===== config.mk =====
export PLATFORM = sky130hd
export DESIGN_NAME = dmem_arbiter_flat
export DESIGN_NICKNAME = d
export VERILOG_FILES = /design/src/rtl/dmem_arbiter_if.sv /design/src/rtl/dmem_arbiter.sv /design/src/flat_wrapper.sv
export SDC_FILE = /design/constraint.sdc
export NUM_CORES = 1
export LEC_CHECK = 0
export BUFFER_PORTS_ARGS = -buffer_cell sky130_fd_sc_hd__buf_2
export CAP_MARGIN = 20
export CORE_AREA = 2 2 110 112
export CTS_CLUSTER_SIZE = 12
export DETAILED_ROUTE_END_ITERATION = 8
export DIE_AREA = 0 0 112 114
export PLACE_DENSITY_LB_ADDON = 0.1
export RECOVER_POWER = 50
export SYNTH_ARGS = -nofsm -noshare
export SYNTH_HDL_FRONTEND = slang
export SYNTH_SLANG_ARGS = --single-unit
export TNS_END_PERCENT = 10

===== constraint.sdc =====
create_clock -name clk -period 3.51 [get_ports clk]
set_input_delay 0 -clock clk [delete_from_list [all_inputs] [get_ports clk]]
set_output_delay 0 -clock clk [all_outputs]
set_load 0.005 [all_outputs]

===== src/rtl/dmem_arbiter_if.sv =====
// Bus bundle for dmem_arbiter: MEM-stage request, datamem port, debug port and stall outputs.
// The slave modport is the arbiter's view; master is the surrounding system's view.
interface dmem_arbiter_if #(
  parameter int unsigned AW    = 32,
  parameter int unsigned DW    = 32,
  parameter int unsigned CNT_W = 16
);
  logic             mwmem;
  logic             mm2reg;
  logic [AW-1:0]    a;
  logic [DW-1:0]    di;
  logic [DW-1:0]    do2;
  logic [AW-1:0]    m_addr;
  logic [DW-1:0]    m_di;
  logic             m_we;
  logic             dbg_req;
  logic             dbg_we;
  logic [AW-1:0]    dbg_addr;
  logic [DW-1:0]    dbg_wdata;
  logic             dbg_ack;
  logic [DW-1:0]    dbg_rdata;
  logic             stall;
  logic [CNT_W-1:0] stall_cnt;

  modport slave (
    input  mwmem, mm2reg, a, di, do2, dbg_req, dbg_we, dbg_addr, dbg_wdata,
    output m_addr, m_di, m_we, dbg_ack, dbg_rdata, stall, stall_cnt
  );

  modport master (
    output mwmem, mm2reg, a, di, do2, dbg_req, dbg_we, dbg_addr, dbg_wdata,
    input  m_addr, m_di, m_we, dbg_ack, dbg_rdata, stall, stall_cnt
  );
endinterface


===== src/rtl/dmem_arbiter.sv =====
// Arbitrates the single datamem port between the MEM stage and a debug/loader port.
// Pipeline has priority; a blocked debug request is forced through after MAX_WAIT cycles.
module dmem_arbiter #(
  parameter int unsigned AW       = 32,
  parameter int unsigned DW       = 32,
  parameter int unsigned MAX_WAIT = 4,
  parameter int unsigned CNT_W    = 16
) (
  input  logic            clk,
  input  logic            rst,
  dmem_arbiter_if.slave   bus
);

  localparam int unsigned WcW = (MAX_WAIT < 1) ? 1 : $clog2(MAX_WAIT + 1);

  typedef enum logic [1:0] {StIdle, StPend, StAck} state_e;

  state_e           state_q, state_d;
  logic [WcW-1:0]   wait_cnt_q, wait_cnt_d;
  logic             ack_q, ack_d;
  logic [DW-1:0]    rdata_q, rdata_d;
  logic [CNT_W-1:0] stall_cnt_q, stall_cnt_d;

  logic p_req;
  logic grant_dbg;
  logic stall;

  always_comb begin
    p_req     = bus.mwmem | bus.mm2reg;
    grant_dbg = bus.dbg_req & (state_q != StAck) &
                (~p_req | ((state_q == StPend) && (wait_cnt_q == WcW'(MAX_WAIT))));
    stall     = grant_dbg & p_req;
  end

  // The pipeline store is suppressed during a forced grant; EXEMEM is held so it retries.
  always_comb begin
    if (grant_dbg) begin
      bus.m_addr = bus.dbg_addr;
      bus.m_di   = bus.dbg_wdata;
      bus.m_we   = bus.dbg_we;
    end else begin
      bus.m_addr = bus.a;
      bus.m_di   = bus.di;
      bus.m_we   = bus.mwmem;
    end
  end

  always_comb begin
    state_d     = state_q;
    wait_cnt_d  = wait_cnt_q;
    ack_d       = 1'b0;
    rdata_d     = rdata_q;
    stall_cnt_d = stall_cnt_q;

    if (stall && (stall_cnt_q != {CNT_W{1'b1}})) begin
      stall_cnt_d = stall_cnt_q + CNT_W'(1);
    end

    if (grant_dbg) begin
      state_d    = StAck;
      ack_d      = 1'b1;
      wait_cnt_d = '0;
      if (!bus.dbg_we) begin
        rdata_d = bus.do2;
      end
    end else begin
      unique case (state_q)
        StIdle: begin
          if (bus.dbg_req && p_req) begin
            state_d    = StPend;
            wait_cnt_d = WcW'(1);
          end
        end
        StPend: begin
          if (bus.dbg_req) begin
            wait_cnt_d = wait_cnt_q + WcW'(1);
          end else begin
            state_d    = StIdle;
            wait_cnt_d = '0;
          end
        end
        StAck: begin
          state_d = StIdle;
        end
        default: begin
          state_d    = StIdle;
          wait_cnt_d = '0;
        end
      endcase
    end
  end

  always_ff @(posedge clk) begin
    if (rst) begin
      state_q     <= StIdle;
      wait_cnt_q  <= '0;
      ack_q       <= 1'b0;
      rdata_q     <= '0;
      stall_cnt_q <= '0;
    end else begin
      state_q     <= state_d;
      wait_cnt_q  <= wait_cnt_d;
      ack_q       <= ack_d;
      rdata_q     <= rdata_d;
      stall_cnt_q <= stall_cnt_d;
    end
  end

  assign bus.stall     = stall;
  assign bus.dbg_ack   = ack_q;
  assign bus.dbg_rdata = rdata_q;
  assign bus.stall_cnt = stall_cnt_q;

endmodule

===== src/flat_wrapper.sv =====
// flat-port wrapper written by rule: the top's interface ports become plain ports
module dmem_arbiter_flat 
#(
  parameter int unsigned AW       = 32,
  parameter int unsigned DW       = 32,
  parameter int unsigned MAX_WAIT = 4,
  parameter int unsigned CNT_W    = 16
)
  (clk, rst, bus_mwmem, bus_mm2reg, bus_a, bus_di, bus_do2, bus_dbg_req, bus_dbg_we, bus_dbg_addr, bus_dbg_wdata, bus_m_addr, bus_m_di, bus_m_we, bus_dbg_ack, bus_dbg_rdata, bus_stall, bus_stall_cnt);
  dmem_arbiter_if #(.AW(AW), .DW(DW), .CNT_W(CNT_W)) bus_i ();
  input  logic clk;
  input  logic rst;
  input wire logic [$bits(bus_i.mwmem)-1:0] bus_mwmem;
  input wire logic [$bits(bus_i.mm2reg)-1:0] bus_mm2reg;
  input wire logic [$bits(bus_i.a)-1:0] bus_a;
  input wire logic [$bits(bus_i.di)-1:0] bus_di;
  input wire logic [$bits(bus_i.do2)-1:0] bus_do2;
  input wire logic [$bits(bus_i.dbg_req)-1:0] bus_dbg_req;
  input wire logic [$bits(bus_i.dbg_we)-1:0] bus_dbg_we;
  input wire logic [$bits(bus_i.dbg_addr)-1:0] bus_dbg_addr;
  input wire logic [$bits(bus_i.dbg_wdata)-1:0] bus_dbg_wdata;
  output wire logic [$bits(bus_i.m_addr)-1:0] bus_m_addr;
  output wire logic [$bits(bus_i.m_di)-1:0] bus_m_di;
  output wire logic [$bits(bus_i.m_we)-1:0] bus_m_we;
  output wire logic [$bits(bus_i.dbg_ack)-1:0] bus_dbg_ack;
  output wire logic [$bits(bus_i.dbg_rdata)-1:0] bus_dbg_rdata;
  output wire logic [$bits(bus_i.stall)-1:0] bus_stall;
  output wire logic [$bits(bus_i.stall_cnt)-1:0] bus_stall_cnt;
  assign bus_i.mwmem = bus_mwmem;
  assign bus_i.mm2reg = bus_mm2reg;
  assign bus_i.a = bus_a;
  assign bus_i.di = bus_di;
  assign bus_i.do2 = bus_do2;
  assign bus_i.dbg_req = bus_dbg_req;
  assign bus_i.dbg_we = bus_dbg_we;
  assign bus_i.dbg_addr = bus_dbg_addr;
  assign bus_i.dbg_wdata = bus_dbg_wdata;
  assign bus_m_addr = bus_i.m_addr;
  assign bus_m_di = bus_i.m_di;
  assign bus_m_we = bus_i.m_we;
  assign bus_dbg_ack = bus_i.dbg_ack;
  assign bus_dbg_rdata = bus_i.dbg_rdata;
  assign bus_stall = bus_i.stall;
  assign bus_stall_cnt = bus_i.stall_cnt;
  dmem_arbiter #(.AW(AW), .DW(DW), .MAX_WAIT(MAX_WAIT), .CNT_W(CNT_W)) u_core (.clk(clk), .rst(rst), .bus(bus_i));
endmodule

==> results by group <==
Floorplan
  • Core footprint: ~12000 sq um
  • Boundary pin count: 281
  • Initial core utilization: around a quarter
  • Cell Rows: 40
  • Die Area: about 13000 sq um
  • Die height: 114 um
  • Overall die width: ~110 um

Routing
  • Final ANT Viol Nets: 0
  • Wirelength, routed: 11880 um
  • M1 WL: about 4800 um
  • Met2 Wirelength: 6176 um
  • Initial DRC count: 161
  • 1st-pass router iterations: 4
  • Via/cell ratio: 4.435
  • Uppermost layer routed: met4
  • Routed vias: around 3500
  • Wire length per cell: 15.12 um
  • Residual DRC count: 0
  • WL met3: 704 um

Global routing
  • Overflow after GRT: 0
  • Tot GR Track Use: 17.26%
  • First-pass GRT wire length: 17530 um
  • Initial antenna violation count: 0
  • Largest net degree at the start of global routing: 72
  • Vias in the first global route: 3364

Place
  • Place WS: roughly 1.3 ns
  • DP HPWL: between 9000 and 10000 um
  • IO buf count: 280
  • GPL Wtd Cong: just over 0.8

STA
  • Period utilization: 68.91%
  • Fin crit period: 2.419 ns
  • Setup Skew: 0.007232 ns
  • Setup WS post-layout: 1.091 ns
  • Headroom to the max-slew limit: 44.64%
  • Setup TNS: 0 ns
  • Max Clk Rate: 413.5 MHz
  • Fin. max-slew vios: 0
  • Hold Fails Final Rpt: 0
  • Slew @ Worst Pin: roughly 0.83 ns
  • RSZ-0062 raised after global routing: false
  • Setup-failing EPs final: 0

Clocking
  • Root buffer cell: clkbuf_16
  • Clock tree buffer depth: 2
  • CTS Sinks: 54
  • Clock insertion delay at the later pin of the skew report: slightly below 0.3 ns
  • Total CTS buffers: 5
  • H-tree levels: 2
  • CTS tree: built
  • Reg clk slew, reported paths: 0.06 ns

Setup path
  • Setup crit start kind: flip-flop
  • Reg2reg start: u_core.wait_cnt_q[0]$_SDFFE_PP0P_
  • Largest stage delay, worst path: between 0.6 and 0.7 ns
  • Worst path bufs/invs: 3
  • CP Capture Type: primary output
  • Crit-path cells: inv_1 -> ha_1 -> nand2_1 -> o32a_2 -> buf_4 -> mux2_2 -> buf_2
  • Worst Path Required: 3.51 ns
  • Cell family with most CP delay: buffers and inverters
  • Arr. time, crit path: 2.42 ns
  • Critical path's slowest cell: buf_4
  • CP Launch Point: u_core.wait_cnt_q[0]$_SDFFE_PP0P_
  • Max Fanout on Critical Path: 71
  • Setup CP Type: flip-flop to primary output

Worst hold path
  • Hold WC Path Type: input pin to flip-flop
  • Hold_sp: bus_dbg_req

Power
  • Pwr dens: 290.5 nW/um^2
  • Max IR drop VDD: 0.2538 mV
  • P_leak: 2.308 nW

Logic synthesis
  • Syn_area_per_cell: 8.922 sq um
  • Ys async rst share: 0%
  • Count leader, synth: nand2_1
  • Post-synth EDFFs: 0
  • Synth Warn #: 0
  • Top cell type by total area after synthesis: dfxtp_1
  • Post-Syn Area: 2998 sq um
  • Gate Count Post-Synth: 336
  • Register bit total from synthesis: 54
  • Synth cell count leaders: nand2_1, mux2_2, dfxtp_1
  • Synth top area cells: dfxtp_1, mux2_2, nand2_1
  • Sequential element share of the synthesized area: 36.06%
  • Post-synth cell types: 35
  • Top FF cell, synth: dfxtp_1
  • Post-Syn Nets: 505
  • Share of the synthesized area in the top cell type: 36.06%

Layout
  • Nets: just over 800
  • Area growth from synthesis to layout: 63.86%
  • Antenna Cells: 0
  • Share of layout cells above drive strength 1: 51.96%

Run status
  • Status: complete, no violations

Run
  • Max-Cap Viols: 0
==> final cells by class <==
cell class                 instances  area, sq um
multi-input combinational        256         1748
tap                              147        183.9
clock buffer                       6        128.9
inverter                           5        18.77
fill                            1233         6799
clock inverter                     2        13.76
timing repair buffer             316         1738
sequential                        54         1081
==> state kept, by name, summed over array words and instances, names as in the netlist <==
register / cells
u_core.bus.dbg_ack: 1
u_core.state_q: 2
u_core.wait_cnt_q: 3
u_core.bus.dbg_rdata: 32
u_core.bus.stall_cnt: 16
==> metrics by stage <==
step / cell area, sq um / std cells / util, % / hold WS, ns / power (W)
6_report: 4912 / 786 / 41.94 / 0.1706 / 0.001427
5_1_grt: 4912 / 786 / 41.94 / 0.1721 / 0.001498
4_1_cts: 4947 / 785 / 42.24 / 0.1841 / 0.001457
3_5_place_dp: 4484 / 745 / 38.29 / 0.2472 / 0.0009298
3_3_place_gp: 4484 / 745 / 38.29 / 0.2404 / 0.0009283
2_1_floorplan: 2998 / 336 / - / 0.1286 / 0.0007573
==> cell usage in the layout (no fill, tap or decap), types with 2 or more instances in the layout <==
cell type	count
buf_2	253
nand2_1	69
mux2_2	66
dfxtp_1	54
a21oi_1	36
dlygate4sd3_1	32
clkbuf_1	28
nor2_1	20
xor2_1	11
nand4_1	9
inv_1	5
nor3b_1	5
nand3_1	5
clkbuf_16	5
and4_1	4
and3_1	4
nor2b_1	3
o211ai_1	3
o21ai_0	3
ha_1	3
buf_4	3
nor3_1	2
or3_1	2
==> path summary, 6_finish.rpt <==
check / slack [ns] / cells past startpoint / to
worst max-delay path: 1.09 / 7 / bus_m_di[14]
worst min-delay path: 0.17 / 4 / u_core.state_q[0]$_SDFFE_PP0P_
worst max register to register: 1.34 / 7 / u_core.bus.stall_cnt[5]$_SDFFE_PP0P_
worst min register to register: 0.45 / 2 / u_core.bus.dbg_rdata[21]$_SDFFE_PP0P_
==> where the power goes <==
part	switching, W	internal, W	total, W
logic	0.000125	0.000186	0.000311
registers	0.00000657	0.000622	0.000629
clock network	0.000222	0.000265	0.000487
total	0.000353	0.00107	0.00143
==> what timing repair did <==
item                                   CTS  global route
endpoints found under the hold margin   32             0
setup buffers                            0             0
resized for setup                        0             0
hold buffers                            32             0
==> logic make-up (layout without fill, tap and decap cells) <==
group	after synthesis	after routing	synth area share, %
AO/OA/AOI/OAI	47	47	8.807
XOR/XNOR	11	11	3.214
adder cells (fa/ha/maj)	3	3	1.252
buffers and inverters	26	329	4.716
flip-flops	54	54	36.06
multiplexers	67	67	25.13
AND/OR/NAND/NOR	128	128	20.83
==> metal layers <==
layer,up-vias,global-route usage [%]
met3,14,3.719
li1,1768,-
met1,1574,20.12
met4,0,5.203
met5,-,0
met2,130,31.76
==> worst reg2reg max path, cell delays in order (launching register included) <==
cell and delay (ns):
dfxtp_1 0.34, inv_1 0.06, ha_1 0.15, o211ai_1 0.12, nor2_1 0.45, o21ai_0 0.35, nor3_1 0.24, mux2_2 0.35
Power figures use the tool's default switching activity.
